[src/rtl/param_register_file_pkg.sv]
// Shared types and constants for the parametrised integer register file.
package param_register_file_pkg;

    typedef enum logic {
        CLEAR,
        RUN
    } rf_state_e;

    localparam int unsigned DEF_XLEN  = 64;
    localparam int unsigned DEF_NREGS = 32;
    localparam int unsigned DEF_NRD   = 2;

    // Low bit of read port 'port' inside a flattened multi-port bus.
    function automatic int unsigned port_lo(input int unsigned port, input int unsigned width);
        return port * width;
    endfunction

endpackage

[src/rtl/param_register_file_if.sv]
// Decode/writeback-side bus of the register file: read ports, issue, writeback, status.
interface param_register_file_if
    import param_register_file_pkg::*;
#(
    parameter int unsigned XLEN  = DEF_XLEN,
    parameter int unsigned NREGS = DEF_NREGS,
    parameter int unsigned NRD   = DEF_NRD
) ();

    localparam int unsigned AW = $clog2(NREGS);

    logic [NRD*AW-1:0]   rs_addr;
    logic [NRD*XLEN-1:0] rs_data;
    logic [NRD-1:0]      rs_busy;
    logic                issue_valid;
    logic [AW-1:0]       issue_rd;
    logic                issue_ready;
    logic                wb_valid;
    logic [AW-1:0]       wb_rd;
    logic [XLEN-1:0]     wb_data;
    logic                ready;
    logic                wb_err;

    modport master (
        output rs_addr, issue_valid, issue_rd, wb_valid, wb_rd, wb_data,
        input  rs_data, rs_busy, issue_ready, ready, wb_err
    );

    modport slave (
        input  rs_addr, issue_valid, issue_rd, wb_valid, wb_rd, wb_data,
        output rs_data, rs_busy, issue_ready, ready, wb_err
    );

endinterface

[src/rtl/param_register_file_busy_table.sv]
// Per-register in-flight writeback scoreboard: issue sets, writeback clears, sticky wb_err.
module rf_busy_table
    import param_register_file_pkg::*;
#(
    parameter int unsigned NREGS    = DEF_NREGS,
    parameter int unsigned NRD      = DEF_NRD,
    parameter bit          ZERO_REG = 1'b1,
    parameter bit          BYPASS   = 1'b1,
    localparam int unsigned AW      = $clog2(NREGS)
) (
    input  logic              clk,
    input  logic              reset,
    input  logic              run,
    input  logic [NRD*AW-1:0] rs_addr,
    output logic [NRD-1:0]    rs_busy,
    input  logic              issue_valid,
    input  logic [AW-1:0]     issue_rd,
    output logic              issue_ready,
    input  logic              wb_valid,
    input  logic [AW-1:0]     wb_rd,
    output logic              wb_err
);

    logic [NREGS-1:0] busy_q;
    logic [NREGS-1:0] busy_d;
    logic             wb_err_d;
    logic             issue_fire;
    logic             wb_fire;

    function automatic logic is_zero(input logic [AW-1:0] a);
        return ZERO_REG && (a == '0);
    endfunction

    // Issue is applied after writeback so a same-rd pair leaves the new producer busy.
    always_comb begin
        issue_ready = run && (is_zero(issue_rd) || !busy_q[issue_rd] ||
                              (wb_valid && (wb_rd == issue_rd)));
        issue_fire  = issue_valid && issue_ready && !is_zero(issue_rd);
        wb_fire     = run && wb_valid && !is_zero(wb_rd);
        busy_d      = busy_q;
        wb_err_d    = wb_err;
        if (wb_fire) begin
            busy_d[wb_rd] = 1'b0;
            if (!busy_q[wb_rd]) begin
                wb_err_d = 1'b1;
            end
        end
        if (issue_fire) begin
            busy_d[issue_rd] = 1'b1;
        end
    end

    always_ff @(posedge clk or negedge reset) begin
        if (!reset) begin
            busy_q <= '0;
            wb_err <= 1'b0;
        end else begin
            busy_q <= busy_d;
            wb_err <= wb_err_d;
        end
    end

    for (genvar i = 0; i < NRD; i++) begin : g_port
        localparam int unsigned LO = port_lo(i, AW);
        logic [AW-1:0] a;
        assign a          = rs_addr[LO +: AW];
        assign rs_busy[i] = run && !is_zero(a) && busy_q[a] &&
                            !(BYPASS && wb_valid && (wb_rd == a));
    end

endmodule

[src/rtl/param_register_file.sv]
// Parametrised register file: storage, post-reset clear sequence and read muxing.
module param_register_file
    import param_register_file_pkg::*;
#(
    parameter int unsigned XLEN     = DEF_XLEN,
    parameter int unsigned NREGS    = DEF_NREGS,
    parameter int unsigned NRD      = DEF_NRD,
    parameter bit          ZERO_REG = 1'b1,
    parameter bit          BYPASS   = 1'b1
) (
    input logic                 clk,
    input logic                 reset,
    param_register_file_if.slave bus
);

    localparam int unsigned AW = $clog2(NREGS);

    rf_state_e       state_q;
    rf_state_e       state_d;
    logic [AW-1:0]   ptr_q;
    logic [AW-1:0]   ptr_d;
    logic [XLEN-1:0] entry [NREGS];
    logic            run;

    assign run       = (state_q == RUN);
    assign bus.ready = run;

    always_ff @(posedge clk or negedge reset) begin
        if (!reset) begin
            state_q <= CLEAR;
            ptr_q   <= '0;
        end else begin
            state_q <= state_d;
            ptr_q   <= ptr_d;
        end
    end

    always_comb begin
        state_d = state_q;
        ptr_d   = ptr_q;
        if (state_q == CLEAR) begin
            ptr_d = ptr_q + AW'(1);
            if (ptr_q == AW'(NREGS - 1)) begin
                state_d = RUN;
            end
        end
    end

    // Storage has no reset; the clear sequence zeroes it before ready rises.
    always_ff @(posedge clk) begin
        if (state_q == CLEAR) begin
            entry[ptr_q] <= '0;
        end else if (bus.wb_valid && !(ZERO_REG && (bus.wb_rd == '0))) begin
            entry[bus.wb_rd] <= bus.wb_data;
        end
    end

    for (genvar i = 0; i < NRD; i++) begin : g_rd
        localparam int unsigned ALO = port_lo(i, AW);
        localparam int unsigned DLO = port_lo(i, XLEN);
        logic [AW-1:0]   a;
        logic [XLEN-1:0] d;
        assign a = bus.rs_addr[ALO +: AW];
        always_comb begin
            d = entry[a];
            if (!run) begin
                d = '0;
            end else if (ZERO_REG && (a == '0)) begin
                d = '0;
            end else if (BYPASS && bus.wb_valid && (bus.wb_rd == a)) begin
                d = bus.wb_data;
            end
        end
        assign bus.rs_data[DLO +: XLEN] = d;
    end

    rf_busy_table #(
        .NREGS    (NREGS),
        .NRD      (NRD),
        .ZERO_REG (ZERO_REG),
        .BYPASS   (BYPASS)
    ) u_busy (
        .clk         (clk),
        .reset       (reset),
        .run         (run),
        .rs_addr     (bus.rs_addr),
        .rs_busy     (bus.rs_busy),
        .issue_valid (bus.issue_valid),
        .issue_rd    (bus.issue_rd),
        .issue_ready (bus.issue_ready),
        .wb_valid    (bus.wb_valid),
        .wb_rd       (bus.wb_rd),
        .wb_err      (bus.wb_err)
    );

endmodule
[src/flat_wrapper.sv]
// flat-port wrapper written by rule: the top's interface ports become plain ports
module param_register_file_flat import param_register_file_pkg::*;
#(
    parameter int unsigned XLEN     = DEF_XLEN,
    parameter int unsigned NREGS    = DEF_NREGS,
    parameter int unsigned NRD      = DEF_NRD,
    parameter bit          ZERO_REG = 1'b1,
    parameter bit          BYPASS   = 1'b1
)
  (clk, reset, bus_rs_addr, bus_issue_valid, bus_issue_rd, bus_wb_valid, bus_wb_rd, bus_wb_data, bus_rs_data, bus_rs_busy, bus_issue_ready, bus_ready, bus_wb_err);
  param_register_file_if #(.XLEN(XLEN), .NREGS(NREGS), .NRD(NRD)) bus_i ();
  input logic clk;
  input logic reset;
  input wire logic [$bits(bus_i.rs_addr)-1:0] bus_rs_addr;
  input wire logic [$bits(bus_i.issue_valid)-1:0] bus_issue_valid;
  input wire logic [$bits(bus_i.issue_rd)-1:0] bus_issue_rd;
  input wire logic [$bits(bus_i.wb_valid)-1:0] bus_wb_valid;
  input wire logic [$bits(bus_i.wb_rd)-1:0] bus_wb_rd;
  input wire logic [$bits(bus_i.wb_data)-1:0] bus_wb_data;
  output wire logic [$bits(bus_i.rs_data)-1:0] bus_rs_data;
  output wire logic [$bits(bus_i.rs_busy)-1:0] bus_rs_busy;
  output wire logic [$bits(bus_i.issue_ready)-1:0] bus_issue_ready;
  output wire logic [$bits(bus_i.ready)-1:0] bus_ready;
  output wire logic [$bits(bus_i.wb_err)-1:0] bus_wb_err;
  assign bus_i.rs_addr = bus_rs_addr;
  assign bus_i.issue_valid = bus_issue_valid;
  assign bus_i.issue_rd = bus_issue_rd;
  assign bus_i.wb_valid = bus_wb_valid;
  assign bus_i.wb_rd = bus_wb_rd;
  assign bus_i.wb_data = bus_wb_data;
  assign bus_rs_data = bus_i.rs_data;
  assign bus_rs_busy = bus_i.rs_busy;
  assign bus_issue_ready = bus_i.issue_ready;
  assign bus_ready = bus_i.ready;
  assign bus_wb_err = bus_i.wb_err;
  param_register_file #(.XLEN(XLEN), .NREGS(NREGS), .NRD(NRD), .ZERO_REG(ZERO_REG), .BYPASS(BYPASS)) u_core (.clk(clk), .reset(reset), .bus(bus_i));
endmodule
[config.mk]
export PLATFORM = sky130hd
export DESIGN_NAME = param_register_file_flat
export DESIGN_NICKNAME = d
export VERILOG_FILES = /design/src/rtl/param_register_file_pkg.sv /design/src/rtl/param_register_file_if.sv /design/src/rtl/param_register_file_busy_table.sv /design/src/rtl/param_register_file.sv /design/src/flat_wrapper.sv
export SDC_FILE = /design/constraint.sdc
export NUM_CORES = 2
export LEC_CHECK = 0
export CORE_MARGIN = 2
export CORE_UTILIZATION = 50
export DETAILED_ROUTE_END_ITERATION = 10
export PLACE_DENSITY = 0.66
export SKIP_CTS_REPAIR_TIMING = 1
export SLEW_MARGIN = 10
export SYNTH_ARGS = -nofsm -noshare
export SYNTH_HDL_FRONTEND = slang
export SYNTH_SLANG_ARGS = --single-unit
export TNS_END_PERCENT = 1
[constraint.sdc]
create_clock -name clk -period 5.5 [get_ports clk]
set_clock_uncertainty 0.05 [all_clocks]
set_input_delay 1.1 -clock clk [delete_from_list [all_inputs] [get_ports clk]]
set_output_delay 1.1 -clock clk [all_outputs]
set_load 0.03 [all_outputs]
# After elaboration in Yosys (flattened, before gate mapping)
# Memory sizes are Yosys's and may differ from the RTL's.
# Cells that the tools add are included.
[word_totals]
regBits = 39
ramBits = 2048
mem_count = 1
[op_classes]
n_eq_ne = 4
n_bitwise = 4
n_reduce_logical = 32
mux = 29
addsub = 1
magnitude_cmp = 6
[memory_table]
columns = ["name", "depth", "word_bits", "rd", "rd_ports_with_merged_regs", "wr", "line_no", "rtl"]
rows = [
  ["u_core.entry", 32, 64, 2, 0, 1, "param_register_file.sv:22", "logic [XLEN-1:0] entry [NREGS];"],
]
[ops]
columns = ["operator", "count"]
rows = [
  ["64-bit 2-to-1 mux", 7],
  ["32-bit 2-to-1 mux", 2],
  ["64-bit OR reduction", 1],
  ["32-bit bitwise AND", 1],
  ["32-bit NOT", 1],
  ["32-bit OR", 1],
  ["5-bit by 6-bit < comparator with 1-bit output, second input constant", 4],
  ["1-bit binary-select mux with 5-bit select", 4],
  ["5-bit logical NOT", 4],
  ["1-bit logical AND", 17],
  ["5-bit == test", 3],
  ["1-bit 2-to-1 mux", 13],
  ["1-bit demux with 5-bit select", 2],
  ["5-bit by 1-bit >= comparator with 1-bit output, second input constant", 2],
  ["1-bit logical NOT", 7],
  ["5-bit by 1-bit adder with 5-bit output, second input constant", 1],
  ["5-bit == test, second input constant", 1],
  ["5-bit 2-to-1 mux", 1],
  ["1-bit logical OR", 2],
  ["2-bit AND reduction", 1],
  ["1-bit NOT", 1],
]

# Depth between registers and ports, before layout
[depth]
word_depth = 9
ltp_mapped = 10
depth_no_buf = 6

# Hierarchy
# From an unflattened synthesis, not the netlist that was laid out.
[unflattened]
cells_unflattened = 5992
hier_area_um2 = 100940.6
[by_module_without_submodules]
columns = ["module", "cells_each", "area_per_inst_um2", "n_inst", "seq_area_each_um2"]
rows = [
  ["param_register_file", 5634, 97661.2, 1, 61649.1],
  ["rf_busy_table", 358, 3279.4, 1, 825.8],
]

# Least setup slack after synthesis
# Ideal clock, no wire load.
[synth_timing]
kind = "input port to flip-flop"
startpoint = "input bus_wb_rd[1]"
endpoint = "memory u_core.entry[13][0] (netlist bit) (enable)"
slack_ns = -0.015
stages = 7
t_arrival_ns = 4.979
setup_time_ns = 0.487
path_cell_list = "buf_2 buf_1 nand2b_1 or2_2 clkbuf_1 a21boi_1 nor2_1"
[synth_via]
elab_chain_len = 8
[synth_lines]
columns = ["element", "line_no", "rtl"]
rows = [
  ["from (decl)", "flat_wrapper.sv:18", "input wire logic [$bits(bus_i.wb_rd)-1:0] bus_wb_rd;"],
  ["5-bit logical NOT", "param_register_file.sv:53", "end else if (bus.wb_valid && !(ZERO_REG && (bus.wb_rd == '0))) begin"],
  ["1-bit logical NOT", "param_register_file.sv:53", ""],
  ["1-bit logical AND", "param_register_file.sv:53", ""],
  ["1-bit 2-to-1 mux", "param_register_file.sv:53", ""],
  ["1-bit 2-to-1 mux", "param_register_file.sv:51", "if (state_q == CLEAR) begin"],
  ["1-bit 2-to-1 mux (not written as such)", "param_register_file.sv:54", "entry[bus.wb_rd] <= bus.wb_data;"],
  ["64-bit OR reduction (no source line)", "-", ""],
  ["5-bit 2-to-1 mux (no source line) / 1-bit 2-to-1 mux (equally long branches)", "-", ""],
  ["to (decl)", "param_register_file.sv:22", ""],
]
# Several ways; a longest one is shown, not always the timed one.

# Worst setup path after layout
[layout_timing]
startpoint = "input bus_wb_rd[4]"
endpoint = "output bus_rs_data[81]"
[layout_via]
elab_chain_len = 5
[layout_lines]
columns = ["element", "line_no", "rtl"]
rows = [
  ["5-bit == test", "param_register_file.sv:70", "end else if (BYPASS && bus.wb_valid && (bus.wb_rd == a)) begin"],
  ["1-bit logical AND", "param_register_file.sv:70", ""],
  ["64-bit 2-to-1 mux", "param_register_file.sv:70", ""],
  ["64-bit 2-to-1 mux", "param_register_file.sv:68", "end else if (ZERO_REG && (a == '0)) begin"],
  ["64-bit 2-to-1 mux", "param_register_file.sv:66", "if (!run) begin"],
  ["to (decl)", "flat_wrapper.sv:20", "output wire logic [$bits(bus_i.rs_data)-1:0] bus_rs_data;"],
]
# Every way passes these cells.

==> flow_results.xml <==
<?xml version="1.0" encoding="UTF-8"?>
<metrics>
  <group name="run_status">
    <metric name="run_status" unit="">finished, final reports clean</metric>
  </group>
  <group name="timing">
    <metric name="setup_repair_after_global_routing_missed_its_margin" unit="">false</metric>
    <metric name="finalSetupViolCount" unit="">0</metric>
    <metric name="tns" unit="ps">0</metric>
    <metric name="fmaxAchievable" unit="MHz">188</metric>
    <metric name="fin_crit_sh" unit="%">96.6</metric>
    <metric name="finalWorstPathRequiredPeriod" unit="ps">5310</metric>
    <metric name="timing_max_transition_violations_final" unit="">0</metric>
    <metric name="finalHoldViolCount" unit="">0</metric>
    <metric name="relSlewSlack" unit="%">19.1</metric>
    <metric name="max_slew.worst_pin.slew" unit="ps">1200</metric>
  </group>
  <group name="drt">
    <metric name="drt_first_pass_iters" unit="">6</metric>
    <metric name="drt_total_wl" unit="mm">325</metric>
    <metric name="vias" unit="">61600</metric>
    <metric name="drt_drc_violations_left" unit="">0</metric>
    <metric name="wl_per_cell" unit="um">37.8</metric>
    <metric name="route.antenna.remaining_nets" unit="">0</metric>
    <metric name="vias_per_cell" unit="">7.17</metric>
    <metric name="drt_first_iter_violations" unit="">9193</metric>
  </group>
  <group name="floorplanning">
    <metric name="num_rows" unit="">163</metric>
    <metric name="fp.dieW" unit="um">451</metric>
    <metric name="dieHeight" unit="um">451</metric>
    <metric name="floorplan.initialDensity" unit="%">50.4</metric>
    <metric name="top_level_ports" unit="">221</metric>
    <metric name="die_area" unit="um2">203000</metric>
    <metric name="core-area" unit="um2">198000</metric>
  </group>
  <group name="pwr">
    <metric name="netSwitchingFraction" unit="%">23.6</metric>
    <metric name="power.density" unit="nW/um2">311</metric>
    <metric name="ir_drop" unit="V">0.000244</metric>
    <metric name="sequential_group_share_of_total_power" unit="%">49.1</metric>
    <metric name="clock_power_share" unit="%">40.6</metric>
    <metric name="power_frac_comb" unit="%">10.4</metric>
    <metric name="power_leakage" unit="uW">0.0409</metric>
    <metric name="total_switching_power" unit="uW">8470</metric>
    <metric name="internal_power" unit="uW">27400</metric>
  </group>
  <group name="grt">
    <metric name="grt_remaining_overflow" unit="">0</metric>
    <metric name="antenna_violations_before_repair" unit="">3</metric>
    <metric name="grtUsageTotal" unit="%">31.6</metric>
    <metric name="via_count_of_the_first_global_routing_pass" unit="">61700</metric>
    <metric name="grt_start_max_net_pins" unit="">63</metric>
    <metric name="wire_length_of_the_first_global_routing_pass" unit="mm">456</metric>
  </group>
  <group name="synth">
    <metric name="synthMostInstantiatedCell" unit="">sky130_fd_sc_hd__edfxtp_1</metric>
    <metric name="synth_top_cells_by_count" unit="">sky130_fd_sc_hd__edfxtp_1 (2048), sky130_fd_sc_hd__mux4_2 (845), sky130_fd_sc_hd__mux2i_1 (516)</metric>
    <metric name="edff_count_synth" unit="">2048</metric>
    <metric name="yosys.area.top_type" unit="">sky130_fd_sc_hd__edfxtp_1</metric>
    <metric name="postSynth.topFlopCell" unit="">sky130_fd_sc_hd__edfxtp_1</metric>
    <metric name="synth.top_cell.area_share" unit="%">61.7</metric>
    <metric name="syn-instance-count" unit="">5430</metric>
    <metric name="yosysWarningCount" unit="">0</metric>
    <metric name="synth_seq_cells" unit="">2087</metric>
    <metric name="syn_area_per_cell" unit="um2">18.4</metric>
    <metric name="syn_nets" unit="">5520</metric>
    <metric name="sequential_to_total_area_share_from_yosys_stat" unit="%">62.6</metric>
    <metric name="netlist_top_cells_area" unit="">sky130_fd_sc_hd__edfxtp_1 (62%), sky130_fd_sc_hd__mux4_2 (19%), sky130_fd_sc_hd__mux2i_1 (5.2%), sky130_fd_sc_hd__mux2_2 (1.8%), sky130_fd_sc_hd__dfrtp_1 (0.98%)</metric>
    <metric name="ys_async_sr_fraction" unit="%">1.87</metric>
    <metric name="synth_cell_type_count" unit="">67</metric>
    <metric name="synthesis.area" unit="um2">99700</metric>
  </group>
  <group name="placement">
    <metric name="place_hpwl" unit="mm">186</metric>
    <metric name="buffer_ports.inserted" unit="">220</metric>
    <metric name="routabilityCongestion" unit="">0.890</metric>
    <metric name="area_of_placed_instances" unit="um2">108000</metric>
  </group>
  <group name="clock_tree">
    <metric name="inserted_clock_buffers" unit="">213</metric>
    <metric name="clk_path_buf_depth" unit="">3</metric>
    <metric name="numClockSinks" unit="">2087</metric>
    <metric name="tritoncts_clock_tree" unit="">done</metric>
    <metric name="cts_root_buf" unit="">sky130_fd_sc_hd__clkbuf_16</metric>
    <metric name="htreeDepth" unit="">4</metric>
    <metric name="cts.reportedPaths.clkPinSlew" unit="ps">70</metric>
    <metric name="worst_skew_pair.late_latency" unit="ps">860</metric>
  </group>
  <group name="cells_and_area">
    <metric name="layout-drive-gt1-share" unit="%">31.4</metric>
    <metric name="signed_area_change_from_the_synthesized_netlist_to_the_final_layout" unit="%">15.5</metric>
    <metric name="design_area" unit="um2">115000</metric>
    <metric name="fillerInstances" unit="">14600</metric>
    <metric name="nets" unit="">5868</metric>
  </group>
  <group name="critical_path">
    <metric name="timing.critical_path.arrival" unit="ps">4160</metric>
    <metric name="endpoint_kind" unit="">output port</metric>
    <metric name="timing.critical_path.fanout_max" unit="">21</metric>
    <metric name="path_class" unit="">in -&gt; out</metric>
    <metric name="timing.critical_path.from_type" unit="">primary input</metric>
    <metric name="critical_path_required" unit="ps">4350</metric>
  </group>
  <group name="run">
    <metric name="drv_cap" unit="">0</metric>
  </group>
  <group name="hold_path">
    <metric name="min_path_type" unit="">in -&gt; async</metric>
  </group>
</metrics>
[routing by layer]
layer | vias to the layer above | share of wire, % | GRT usage, %
met5 | - | 0.0040 | 0
met4 | 2 | 4.4 | 12.8
met3 | 731 | 11 | 6.46
met2 | 4310 | 47 | 49.8
met1 | 32600 | 37 | 43.3
li1 | 23900 | - | -
[placed cells by master (no fill, tap or decap), drive strengths merged, types with 12 or more instances in the layout]
cell type         n
nand2           202
and2             69
clkdlybuf4s50    79
nor2             96
mux2            158
bufinv           24
nand3            15
a211oi           44
a21o             63
or2              12
mux2i           516
buf             499
o22ai           154
clkinv           92
edfxtp         2048
nor3             15
a22o             21
inv              27
a221oi           75
a211o            61
mux4            845
dfrtp            39
o21ai            63
clkbuf          261
o221ai          110
a21oi           126
o31ai           104
[cell families after synthesis]
logic type | count (synthesis) | synth area share (%)
fa+ha+maj | 2 | 0.0251
xor+xnor | 18 | 0.158
flops | 2087 | 62.6
simple gates | 466 | 2.19
mux | 1519 | 26.0
compound gates | 870 | 6.30
buf+inv | 468 | 2.64
[state kept, by name, indices dropped and copies added (netlist names)]
register              count
u_core.bus.ready          1
u_core.ptr_q              5
u_core.u_busy.wb_err      1
u_core.entry           2048
u_core.u_busy.busy_q     32
[through the flow]
stage | worst slack, ps | cells | utilization [%] | total power, uW | hold WS [ps]
finish | 186 | 8590 | 58.2 | 35800 | 313
global route | 113 | 8589 | 58.2 | 36700 | 374
CTS | 185 | 8588 | 58.2 | 35900 | 319
detailed placement | 196 | 8203 | 54.8 | 21600 | 401
global placement | 192 | 8203 | 54.8 | 21600 | 424
floorplan | -15.4 | 5430 | - | 20000 | 428
[final timing paths]
path,from,to,slack [ps],cells past startpoint
max in group asynchronous,reset,u_core.u_busy.busy_q[11],4490,1
min in group clk,u_core.u_busy.busy_q[0],u_core.u_busy.busy_q[0],420,0
worst min-delay path,reset,u_core.u_busy.busy_q[27],310,1
worst max register to register,u_core.bus.ready,u_core.entry[13][60],1270,5
worst min register to register,u_core.u_busy.busy_q[0],u_core.u_busy.busy_q[0],420,0
worst max-delay path,bus_wb_rd[4],bus_rs_data[81],190,8
[worst max-delay path: stages]
cell,delay [ps]
sky130_fd_sc_hd__clkdlybuf4s50_1,670
sky130_fd_sc_hd__xor2_1,220
sky130_fd_sc_hd__nor4_1,90
sky130_fd_sc_hd__and3_1,180
sky130_fd_sc_hd__or2_4,410
sky130_fd_sc_hd__buf_12,270
sky130_fd_sc_hd__o31ai_1,990
sky130_fd_sc_hd__buf_12,210
[layout make-up]
class / instances / area (um2) / share of cell area, %
clock buffer: 259 / 5550 / 4.81
timing repair buffer: 580 / 7510 / 6.52
antenna: 2 / 5.00 / 0.00434
tap: 2640 / 3300 / 2.87
sequential: 2087 / 62500 / 54.2
inverter: 21 / 83.8 / 0.0728
multi-input combinational: 2875 / 34900 / 30.3
clock inverter: 126 / 1350 / 1.17
[power groups by stage]
stage / Clock, uW / Sequential (uW) / Combinational (uW)
final: 14500 / 17600 / 3720
after global routing: 15200 / 17600 / 3860
after CTS: 14600 / 17600 / 3700
after detailed placement: 0 / 17900 / 3690
after global placement: 0 / 17900 / 3670
after floorplan: 0 / 17900 / 2100
Note: power is estimated with default switching activity, not from simulation.
